**config.mk**
```make
export PLATFORM = sky130hd
export DESIGN_NAME = serial_adder_ctrl
export DESIGN_NICKNAME = d
export VERILOG_FILES = /design/src/rtl/serial_adder_pkg.sv /design/src/rtl/fa_from_ha.sv /design/src/rtl/serial_adder_ctrl.sv
export SDC_FILE = /design/constraint.sdc
export NUM_CORES = 1
export LEC_CHECK = 0
export ABC_AREA = 1
export ABC_CLOCK_PERIOD_IN_PS = 1260
export CORE_ASPECT_RATIO = 1.1
export CORE_MARGIN = 2
export CORE_UTILIZATION = 45
export CTS_CLUSTER_DIAMETER = 60
export DETAILED_ROUTE_END_ITERATION = 10
export MAX_ROUTING_LAYER = met4
export PLACE_DENSITY = 0.78
export REMOVE_ABC_BUFFERS = 1
export SYNTH_ARGS = -nofsm -noshare
export SYNTH_HDL_FRONTEND = slang
export SYNTH_SLANG_ARGS = --single-unit
```
**constraint.sdc**
```tcl
create_clock -name clk -period 1.26 [get_ports clk]
set_input_delay 0.252 -clock clk [delete_from_list [all_inputs] [get_ports clk]]
set_output_delay 0.252 -clock clk [all_outputs]
set_load 0.05 [all_outputs]
```
**src/rtl/serial_adder_pkg.sv**
```systemverilog
// rtl/serial_adder_pkg.sv - shared types and constants for the bit-serial adder controller
package serial_adder_pkg;

  // Default operand/result width in bits.
  localparam int DEFAULT_WIDTH = 8;

  // Controller states.
  typedef enum logic [1:0] {
    IDLE = 2'd0,
    RUN  = 2'd1,
    DONE = 2'd2
  } state_t;

  // Width of the bit counter for a given operand width (never below 1 bit).
  function automatic int cnt_width(input int w);
    return (w > 1) ? $clog2(w) : 1;
  endfunction

endpackage

```
**src/rtl/fa_from_ha.sv**
```systemverilog
// rtl/fa_from_ha.sv - 1-bit full adder built from two half-adder gates and an OR
module ha_gate (
  input  logic x,
  input  logic y,
  output logic s,
  output logic c
);

  assign s = x ^ y;
  assign c = x & y;

endmodule

module fa_from_ha (
  input  logic a,
  input  logic b,
  input  logic ci,
  output logic s,
  output logic co
);

  logic p;
  logic g0;
  logic g1;

  // First stage combines the operand bits, second stage folds in the carry.
  ha_gate u_ha0 (
    .x (a),
    .y (b),
    .s (p),
    .c (g0)
  );

  ha_gate u_ha1 (
    .x (p),
    .y (ci),
    .s (s),
    .c (g1)
  );

  // Either stage generating a carry produces the carry out.
  assign co = g0 | g1;

endmodule

```
**src/rtl/serial_adder_ctrl.sv**
```systemverilog
// rtl/serial_adder_ctrl.sv - bit-serial adder sequencing one full-adder cell over WIDTH cycles
module serial_adder_ctrl
  import serial_adder_pkg::*;
#(
  parameter int WIDTH = DEFAULT_WIDTH
) (
  input  logic             clk,
  input  logic             rst_n,
  input  logic             req_valid,
  output logic             req_ready,
  input  logic [WIDTH-1:0] a,
  input  logic [WIDTH-1:0] b,
  output logic             rsp_valid,
  input  logic             rsp_ready,
  output logic [WIDTH-1:0] sum,
  output logic             carry_out
);

  localparam int             CW   = cnt_width(WIDTH);
  localparam logic [CW-1:0]  LAST = CW'(WIDTH - 1);

  state_t           state;
  state_t           next_state;

  logic [WIDTH-1:0] a_sr;
  logic [WIDTH-1:0] b_sr;
  logic [WIDTH-1:0] sum_sr;
  logic             carry;
  logic [CW-1:0]    cnt;

  logic             fa_s;
  logic             fa_co;
  logic             accept;
  logic             last_bit;

  assign accept   = req_valid && req_ready;
  assign last_bit = (cnt == LAST);

  // The single shared full-adder cell always looks at the operand LSBs and the carry register.
  fa_from_ha u_fa (
    .a  (a_sr[0]),
    .b  (b_sr[0]),
    .ci (carry),
    .s  (fa_s),
    .co (fa_co)
  );

  // State register; reset aborts any operation in flight.
  always_ff @(posedge clk or negedge rst_n) begin
    if (!rst_n) begin
      state <= IDLE;
    end else begin
      state <= next_state;
    end
  end

  // Next-state logic: accept in IDLE, run WIDTH bit-cycles, hold the result until taken.
  always_comb begin
    next_state = state;
    case (state)
      IDLE:    if (accept) next_state = RUN;
      RUN:     if (last_bit) next_state = DONE;
      DONE:    if (rsp_ready) next_state = IDLE;
      default: next_state = IDLE;
    endcase
  end

  // Handshake outputs depend only on the current state.
  always_comb begin
    req_ready = 1'b0;
    rsp_valid = 1'b0;
    case (state)
      IDLE:    req_ready = 1'b1;
      DONE:    rsp_valid = 1'b1;
      default: ;
    endcase
  end

  // Datapath: load operands on acceptance, then shift one bit per RUN cycle; result holds otherwise.
  always_ff @(posedge clk or negedge rst_n) begin
    if (!rst_n) begin
      a_sr   <= '0;
      b_sr   <= '0;
      sum_sr <= '0;
      carry  <= 1'b0;
      cnt    <= '0;
    end else if (accept) begin
      a_sr   <= a;
      b_sr   <= b;
      sum_sr <= '0;
      carry  <= 1'b0;
      cnt    <= '0;
    end else if (state == RUN) begin
      a_sr   <= {1'b0, a_sr[WIDTH-1:1]};
      b_sr   <= {1'b0, b_sr[WIDTH-1:1]};
      sum_sr <= {fa_s, sum_sr[WIDTH-1:1]};
      carry  <= fa_co;
      if (!last_bit) begin
        cnt <= cnt + 1'b1;
      end
    end
  end

  assign sum       = sum_sr;
  assign carry_out = carry;

endmodule
```
# Yosys cells after proc, flatten, opt, wreduce, memory -nomap -nowiden
# Index checks and enable logic that the tools add are counted.
[op_classes]
n_bitwise = 5
reduce_logical = 5
eq_ne = 7
add_sub_neg = 1
n_mux = 17
[op_table]
columns = ["op", "n"]
rows = [
  ["$mux 8", 6],
  ["$mux 3", 3],
  ["$ne 2x2->1 const B", 4],
  ["$mux 2", 3],
  ["$pmux 2 s3", 1],
  ["$mux 1", 4],
  ["$add 3x1->3 const B", 1],
  ["$eq 3x3->1 const B", 1],
  ["$reduce_and 3->1", 1],
  ["$and 1x1->1", 2],
  ["$eq 2x1->1 const B", 1],
  ["$eq 2x2->1 const B", 1],
  ["$logic_not 2->1", 1],
  ["$reduce_and 2->1", 1],
  ["$reduce_bool 2->1", 1],
  ["$xor 1x1->1", 2],
  ["$logic_and 1x1->1", 1],
  ["$or 1x1->1", 1],
]
[word_totals]
regBits = 30
inputBits = 20
wordCells = 41

# Depth between registers and ports, before layout
# Gate-level depths: netlist (run 1).
[logic_depth]
word_depth = 5
ltp_mapped = 7

# Cells and area by module
# From an unflattened synthesis (run 1), not the netlist that was laid out.
[hier_totals]
cells_unflattened = 192
hier_area_um2 = 1530.2
[by_module_without_submodules]
columns = ["mod", "seq_area_each_um2", "n_inst", "area_per_inst_um2", "cells_each"]
rows = [
  ["serial_adder_ctrl", 750.7, 1, 1493.9, 187],
  ["ha_gate", 0.0, 2, 12.5, 1],
  ["fa_from_ha", 0.0, 1, 11.3, 3],
]

# Worst setup path before layout (run 1)
# Ideal clock, no wire load.
[synth_path]
path_kind = "register to register"
start = "register state[1]"
end = "register state[1]"
setup_time_ns = 0.083
setup_slack_ns = -0.260
path_stages_with_launch = 5
period_less_slack_ns = 1.520
t_arrival_ns = 1.437
path_buffers = 0
cell_sequence = "dfrtp_1 inv_4 nor2_1 inv_1 o22ai_1"
[synth_via]
elab_chain_len = 5
[synth_lines]
columns = ["element", "line", "source"]
rows = [
  ["from (decl)", "serial_adder_ctrl.sv:22", "state_t state;"],
  ["from (signal assigned)", "serial_adder_ctrl.sv:53", "state <= next_state;"],
  ["$logic_not 2->1", "serial_adder_ctrl.sv:60, serial_adder_ctrl.sv:72", ""],
  ["$mux 1", "serial_adder_ctrl.sv:72", "case (state)"],
  ["$logic_and 1x1->1", "serial_adder_ctrl.sv:36", "assign accept = req_valid && req_ready;"],
  ["$ne 2x2->1 (no line)", "--", ""],
  ["$reduce_and 3->1 (no line)", "--", ""],
]
# Parallel ways exist; a longest one is shown, timed or not.
# A chain may end at the register's enable or synchronous reset.

# Worst setup path in the final report (run 1)
[layout_path]
start = "register state[1]"
end = "output port req_ready"
[layout_via]
elab_chain_len = 2
[layout_lines]
columns = ["element", "line", "source"]
rows = [
  ["$logic_not 2->1", "serial_adder_ctrl.sv:72", ""],
  ["$mux 1", "serial_adder_ctrl.sv:72", ""],
  ["to (decl)", "serial_adder_ctrl.sv:10", "output logic req_ready,"],
]
# No other way between the ends.

==> reports/results.ini, run 1 <==
[worst_setup_path]
rrSetupSlack_ns = -0.06
r2r.worst_path.cells = 6
worst_setup_path_end_kind = primary output
timing.critical_path.slowest_stage_cell = sky130_fd_sc_hd__dfrtp_2
cells_along_the_critical_path = nor2_8 -> buf_12
r2r-start = state[0]$_DFFE_PN0P_
timing.critical_path.from_type = register
max_stage_delay_ns = 0.47
critical_path.reg2reg.endpoint = sum[4]$_DFFE_PN0P_
worstPathMaxFanout = 2
critPathRequiredTime_ns = 1.01
timing.setup.critical_path_class = register to primary output
cp.arrival_ns = 1.12

[global_routing]
tot_gr_track_use_pct = 19.3
first_global_vias = 1286
pin_count_of_the_biggest_net_entering_global_routing = 31
grt_first_pass_wirelength_um = 5410
grt_overflow = 0
grt_antenna_before_repair = 0

[drt]
detail_route.wirelength_um = 3170
average_detailed_routed_wire_length_per_instance_um = 11.6
drcViolationCount = 0
detail_route.first_pass.iterations = 4
routed-via-count = 1334
route.detailed.vias_per_inst = 4.90
routed-wl-met3_um = 145
top_signal_layer_used = met4
antenna_left = 0
wirelength_met1_um = 1450
drt_iter0_drc = 39
wl_met2_um = 1490

[timing]
final.setup_skew_ns = 0.00730
timing.final.crit_share_pct = 109
maxSlewHeadroom_pct = 75.4
fmax_mhz = 731
slew_viol_final = 0
finalSetupTns_ns = -1.25
final-setup-viol-count = 25
timing.final.ws_setup_ns = -0.108
finalWorstPathRequiredPeriod_ns = 1.37
hold_viol_final = 0
whs_ns = 0.254
worst_tran_pin_value_ns = 0.368
rsz0062_at_grt = yes

[synth]
synth_top_cells_by_area = sky130_fd_sc_hd__dfrtp_1, sky130_fd_sc_hd__nand2_1, sky130_fd_sc_hd__nand3_1, sky130_fd_sc_hd__inv_1, sky130_fd_sc_hd__buf_6
yosys_most_used_dff = sky130_fd_sc_hd__dfrtp_1
synth_area_in_compound_gates_pct = 1.47
postSynth.asyncResetShare_pct = 100
synth_top_area_share_pct = 49.0
synth_edf_count = 0
combinational_family_with_the_most_area_after_synthesis = simple AND/OR/NAND/NOR gates
yosysSeqAreaShare_pct = 49.0
most_frequent_cell_after_synthesis = sky130_fd_sc_hd__nand2_1
post_synth_most_frequent_cells = sky130_fd_sc_hd__nand2_1, sky130_fd_sc_hd__nand3_1, sky130_fd_sc_hd__dfrtp_1, sky130_fd_sc_hd__inv_1, sky130_fd_sc_hd__buf_6
synth.distinct_cells = 19
synth_mux_area_share_pct = 0
synth_warnings = 0
postSynthCellCount = 191
largest_area_contributor_in_the_netlist = sky130_fd_sc_hd__dfrtp_1
synth_area_per_cell_um2 = 8.02
share_of_the_synthesized_netlist_area_taken_by_xor_and_xnor_gates_pct = 0
number_of_flip_flops_and_latches_in_the_synthesized_netlist = 30
synth_adder_area_share_pct = 2.94
synthesis.area_um2 = 1530
yosys.area_share.simple_pct = 36.4

[layout]
drive_gt1_share_pct = 21.2
finalNonFillerCells = 272
finish.net_count = 258
syn2layout_area_growth_pct = 41.8
antenna_diodes = 0

[floorplan]
num_io_pins = 31
die-height_um = 65.2
floorplan.initialDensity_pct = 46.4
die_width_um = 59.6
placementRows = 22
core_area_um2 = 3300
floorplan.die_area_um2 = 3890

[power_and_ir_drop]
ir_worst_vdd_mv = 1.40
leakage_uw = 0.00115
post-layout-total-power_uw = 5360
power_per_cell_area_nw_per_um2 = 2470

[cts]
tritoncts_clock_tree = built
cts.htree.levels = 2
cts.hold.buffers_added = 0
clock_network_latency_to_the_later_pin_of_the_worst_skew_pair_ns = 0.34
clock-sinks = 30
clock_tree.root_cell = sky130_fd_sc_hd__clkbuf_4
number_of_buffers_added_by_the_clock_tree_synthesis_step = 5
cts.path.max_buffers = 2
clk_pin_slew_worst_paths_ns = 0.10

[placement]
post-place-cells = 262
weighted_congestion_reported_at_the_end_of_routability_driven_placement = 0.812
buffers_added_on_ports = 30
dp.final_hpwl_um = 2100
place_ws_ns = -0.174

[min_path]
min-delay-path-class = primary input to asynchronous set/reset pin

[flow_run]
maxCapViolCount = 0

[run_status]
violations = setup timing
outcome = finished, violations left

registers in the layout, indices dropped and copies added, names as in the netlist:
| name | cells |
|---|---|
| a_sr | 8 |
| b_sr | 8 |
| sum | 8 |
| cnt | 3 |
| state | 2 |
| carry_out | 1 |
layout by cell type, fill, tap and decap left out:
| cell | netlist | layout |
|---|---|---|
| sky130_fd_sc_hd__nor2_8 | 1 | 1 |
| sky130_fd_sc_hd__nand3_1 | 33 | 31 |
| sky130_fd_sc_hd__clkbuf_8 | 0 | 1 |
| sky130_fd_sc_hd__dfrtp_2 | 0 | 2 |
| sky130_fd_sc_hd__inv_4 | 1 | 1 |
| sky130_fd_sc_hd__clkbuf_4 | 0 | 5 |
| sky130_fd_sc_hd__nand2_2 | 1 | 1 |
| sky130_fd_sc_hd__nand3_2 | 1 | 2 |
| sky130_fd_sc_hd__ha_1 | 2 | 1 |
| sky130_fd_sc_hd__inv_2 | 1 | 3 |
| sky130_fd_sc_hd__inv_1 | 16 | 14 |
| sky130_fd_sc_hd__fa_1 | 1 | 1 |
| sky130_fd_sc_hd__nand2_8 | 0 | 1 |
| sky130_fd_sc_hd__nand3_4 | 0 | 1 |
| sky130_fd_sc_hd__ha_2 | 0 | 1 |
| sky130_fd_sc_hd__o22ai_1 | 1 | 1 |
| sky130_fd_sc_hd__nand4_1 | 1 | 1 |
| sky130_fd_sc_hd__buf_4 | 2 | 12 |
| sky130_fd_sc_hd__clkdlybuf4s50_1 | 0 | 19 |
| sky130_fd_sc_hd__nand2_1 | 89 | 89 |
| sky130_fd_sc_hd__clkbuf_1 | 0 | 1 |
| sky130_fd_sc_hd__clkinv_2 | 0 | 1 |
| sky130_fd_sc_hd__buf_12 | 0 | 14 |
| sky130_fd_sc_hd__buf_6 | 5 | 2 |
| sky130_fd_sc_hd__nor2_4 | 0 | 1 |
| sky130_fd_sc_hd__dfrtp_1 | 30 | 28 |
| sky130_fd_sc_hd__o21ai_4 | 1 | 1 |
critical path, delay by kind of cell (launching register included):
| family | cells | cell delay, ns |
|---|---|---|
| and+or+nand+nor | 1 | 0.16 |
| buffers and inverters | 1 | 0.14 |
| DFF | 1 | 0.47 |
where the power goes:
part / leakage [uW] / switching, uW / total, uW / internal (uW)
Combinational: 0.000733 / 1600 / 2980 / 1380
Sequential: 0.000379 / 377 / 1780 / 1400
Clock: 0.0000353 / 336 / 606 / 270
what timing repair did:
action	4_1_cts	5_1_grt
pin swaps	2	1
endpoints found under the setup margin	5	30
buffers inserted	2	0
gates resized for setup	5	8
cloned	0	0
endpoints found under the hold margin	0	0
how the worst max path moves through the flow:
stage | end | start | slack, ns
2_1_floorplan | state[1]$_DFFE_PN0P_ | state[0]$_DFFE_PN0P_ | -0.40
3_3_place_gp | b_sr[4]$_DFFE_PN0P_ | req_valid | -0.13
3_5_place_dp | b_sr[4]$_DFFE_PN0P_ | req_valid | -0.17
4_1_cts | rsp_valid | state[0]$_DFFE_PN0P_ | -0.12
5_1_grt | rsp_valid | state[0]$_DFFE_PN0P_ | -0.15
6_report | req_ready | state[1]$_DFFE_PN0P_ | -0.11
routing by layer:
layer | GRT usage [%] | up-vias
li1 | - | 686
met1 | 22.7 | 604
met2 | 28.8 | 34
met3 | 6.10 | 10
met4 | 10.8 | 0
met5 | - | -
area by class of cell:
cell class,instances,area [um^2]
Tap cell,36,45.0
Clock buffer,7,55.1
Multi-Input combinational cell,133,661
Inverter,18,70.1
Fill cell,280,1130
Timing Repair Buffer,47,583
Clock inverter,1,5.00
Sequential cell,30,753
per-stage QoR:
stage / cell area (um^2) / utilization [%]
2_1_floorplan: 1450 / -
3_3_place_gp: 2050 / 62.1
3_5_place_dp: 2050 / 62.1
4_1_cts: 2140 / 64.8
5_1_grt: 2170 / 65.8
6_report: 2170 / 65.8
logic make-up after synthesis:
group / Yosys count
AO/OA/AOI/OAI: 2
adder cells (fa/ha/maj): 3
buffers and inverters: 28
flip-flops: 30
AND/OR/NAND/NOR: 128
No activity file was read; power rests on OpenSTA's default activity.
==> run 2: changes to the inputs <==
- CORE_MARGIN: 2 -> not set
- GPL_ROUTABILITY_DRIVEN: not set -> 1
- SYNTH_HIERARCHICAL: not set -> 1
==> reports/results.ini, run 2 <==
[layout]
layout.filler_cells = 256
leading_cell_type_in_the_layout_fill_and_taps_excluded = sky130_fd_sc_hd__nand2_1
final_core_util_pct = 68.9
drive_gt1_share_pct = 19.9
syn2layout_area_growth_pct = 42.0
sequential_cell_area_um2 = 753
finish.net_count = 259
finalNonFillerCells = 270
multi_input_comb_area_um2 = 638
layout.cells.most_common_list = sky130_fd_sc_hd__nand2_1, sky130_fd_sc_hd__nand3_1, sky130_fd_sc_hd__dfrtp_1
final_cell_area_um2 = 2170
antenna_diodes = 0

[power_and_ir_drop]
power_per_cell_area_nw_per_um2 = 2520
leakage_uw = 0.00117
ir_worst_vdd_mv = 1.31
post-layout-total-power_uw = 5470

[placement]
postPlaceCellArea_um2 = 2030
post-place-cells = 258
weighted_congestion_reported_at_the_end_of_routability_driven_placement = 0.848
dp.final_hpwl_um = 2090
buffers_added_on_ports = 30

[drt]
antenna_left = 0
routed-via-count = 1323
average_detailed_routed_wire_length_per_instance_um = 11.8
detail_route.first_pass.iterations = 4
drcViolationCount = 0
detail_route.wirelength_um = 3200
drt_iter0_drc = 57
route.detailed.vias_per_inst = 4.90

[cts]
clk_pin_slew_worst_paths_ns = 0.11
clock_tree.root_cell = sky130_fd_sc_hd__clkbuf_4
clock_network_latency_to_the_later_pin_of_the_worst_skew_pair_ns = 0.35
number_of_buffers_added_by_the_clock_tree_synthesis_step = 5
cts.htree.levels = 2
clock-sinks = 30
tritoncts_clock_tree = built
cts.path.max_buffers = 2
cts.hold.buffers_added = 0

[synth]
synth_top_area_share_pct = 49.1
most_frequent_cell_after_synthesis = sky130_fd_sc_hd__nand2_1
post_synth_most_frequent_cells = sky130_fd_sc_hd__nand2_1, sky130_fd_sc_hd__nand3_1, sky130_fd_sc_hd__dfrtp_1, sky130_fd_sc_hd__inv_1, sky130_fd_sc_hd__buf_6
synth_area_per_cell_um2 = 7.97
postSynth.asyncResetShare_pct = 100
synth.distinct_cells = 15
synthesis.area_um2 = 1530
largest_area_contributor_in_the_netlist = sky130_fd_sc_hd__dfrtp_1
number_of_flip_flops_and_latches_in_the_synthesized_netlist = 30
synth_top_cells_by_area = sky130_fd_sc_hd__dfrtp_1, sky130_fd_sc_hd__nand2_1, sky130_fd_sc_hd__nand3_1, sky130_fd_sc_hd__buf_6, sky130_fd_sc_hd__inv_1
yosys_most_used_dff = sky130_fd_sc_hd__dfrtp_1
yosysSeqAreaShare_pct = 49.1
synth_warnings = 6
synth_edf_count = 0
postSynthCellCount = 192

[timing]
timing.final.ws_setup_ns = -0.133
slew_viol_final = 0
final-setup-viol-count = 28
final.setup_skew_ns = 0.0102
fmax_mhz = 718
worst_tran_pin_value_ns = 0.207
rsz0062_at_grt = yes
hold_viol_final = 0
finalWorstPathRequiredPeriod_ns = 1.39
timing.final.crit_share_pct = 111
maxSlewHeadroom_pct = 86.1

[run_status]
violations = setup timing
outcome = finished, violations left

[min_path]
min-delay-path-class = primary input to asynchronous set/reset pin

[worst_setup_path]
cp.arrival_ns = 1.14
timing.setup.critical_path_class = register to primary output
critPathRequiredTime_ns = 1.01
timing.critical_path.from_type = register
worst_setup_path_end_kind = primary output
critical_path.reg2reg.endpoint = b_sr[3]$_DFFE_PN0P_
r2r.worst_path.cells = 6
worstPathMaxFanout = 3
rrSetupSlack_ns = -0.10
r2r-start = state[0]$_DFFE_PN0P_

[global_routing]
pin_count_of_the_biggest_net_entering_global_routing = 31
first_global_vias = 1202
tot_gr_track_use_pct = 20.8
grt_first_pass_wirelength_um = 5510
grt_antenna_before_repair = 0
grt_overflow = 0

[floorplan]
die_width_um = 57.6
floorplan.initialDensity_pct = 48.5
placementRows = 21
core_area_um2 = 3150
die-height_um = 63.2
num_io_pins = 31
floorplan.die_area_um2 = 3640

[flow_run]
maxCapViolCount = 0

run 2: timing repair:
item / in CTS / in global routing
resized for setup: 8 / 3
pin swaps: 2 / 2
setup buffers: 4 / 0
endpoints found under the setup margin: 28 / 30
run 2: area by class of cell:
type | count | area share [%]
Clock buffer | 5 | 1.73
Clock inverter | 3 | 1.84
Timing Repair Buffer | 46 | 27.1
Inverter | 19 | 3.40
Multi-Input combinational cell | 133 | 29.4
Sequential cell | 30 | 34.7
Tap cell | 34 | 1.96
run 2: how the worst max path moves through the flow:
stage	startpoint	end	slack, ns
after CTS	state[1]$_DFFE_PN0P_	rsp_valid	-0.14
after floorplan	state[0]$_DFFE_PN0P_	state[1]$_DFFE_PN0P_	-0.36
after global placement	req_valid	cnt[1]$_DFFE_PN0P_	-0.10
after global routing	state[0]$_DFFE_PN0P_	rsp_valid	-0.17
after detailed placement	req_valid	a_sr[1]$_DFFE_PN0P_	-0.13
final	state[0]$_DFFE_PN0P_	req_ready	-0.13
run 2: worst max-delay path: stages, from the launching register on:
cell and delay, ns:
sky130_fd_sc_hd__dfrtp_2 0.48, sky130_fd_sc_hd__nor2_8 0.17, sky130_fd_sc_hd__buf_12 0.15
run 2: cells by family after synthesis:
kind of cell | after synthesis | synth area share (%)
and+or+nand+nor | 127 | 35.6
DFF | 30 | 49.1
buffers and inverters | 29 | 10.5
adders and majority gates | 4 | 3.27
AOI/OAI and AO/OA | 2 | 1.47
run 2: layer usage:
| layer | wire, um | GRT usage (%) | vias to the layer above |
|---|---|---|---|
| met5 | 0 | - | - |
| met4 | 65 | 10.1 | 0 |
| met3 | 134 | 5.54 | 6 |
| met2 | 1470 | 29.4 | 33 |
| met1 | 1530 | 27.6 | 604 |
| li1 | - | - | 680 |
run 2: power by group:
part           leakage, uW  internal [uW]  switching (uW)  total [uW]
registers         0.000380           1400             358        1750
logic             0.000743           1360            1580        2940
clock network    0.0000450            411             371         781
total              0.00117           3170            2310        5470
run 2: metrics by stage:
| stage | setup TNS [ns] | setup WS, ns | hold WS (ns) |
|---|---|---|---|
| final | -2.25 | -0.133 | 0.248 |
| after floorplan | -2.02 | -0.359 | -0.0436 |
| after global placement | -1.92 | -0.101 | 0.457 |
| after detailed placement | -2.50 | -0.127 | 0.462 |
| after CTS | -2.16 | -0.136 | 0.247 |
| after global routing | -3.74 | -0.167 | 0.246 |
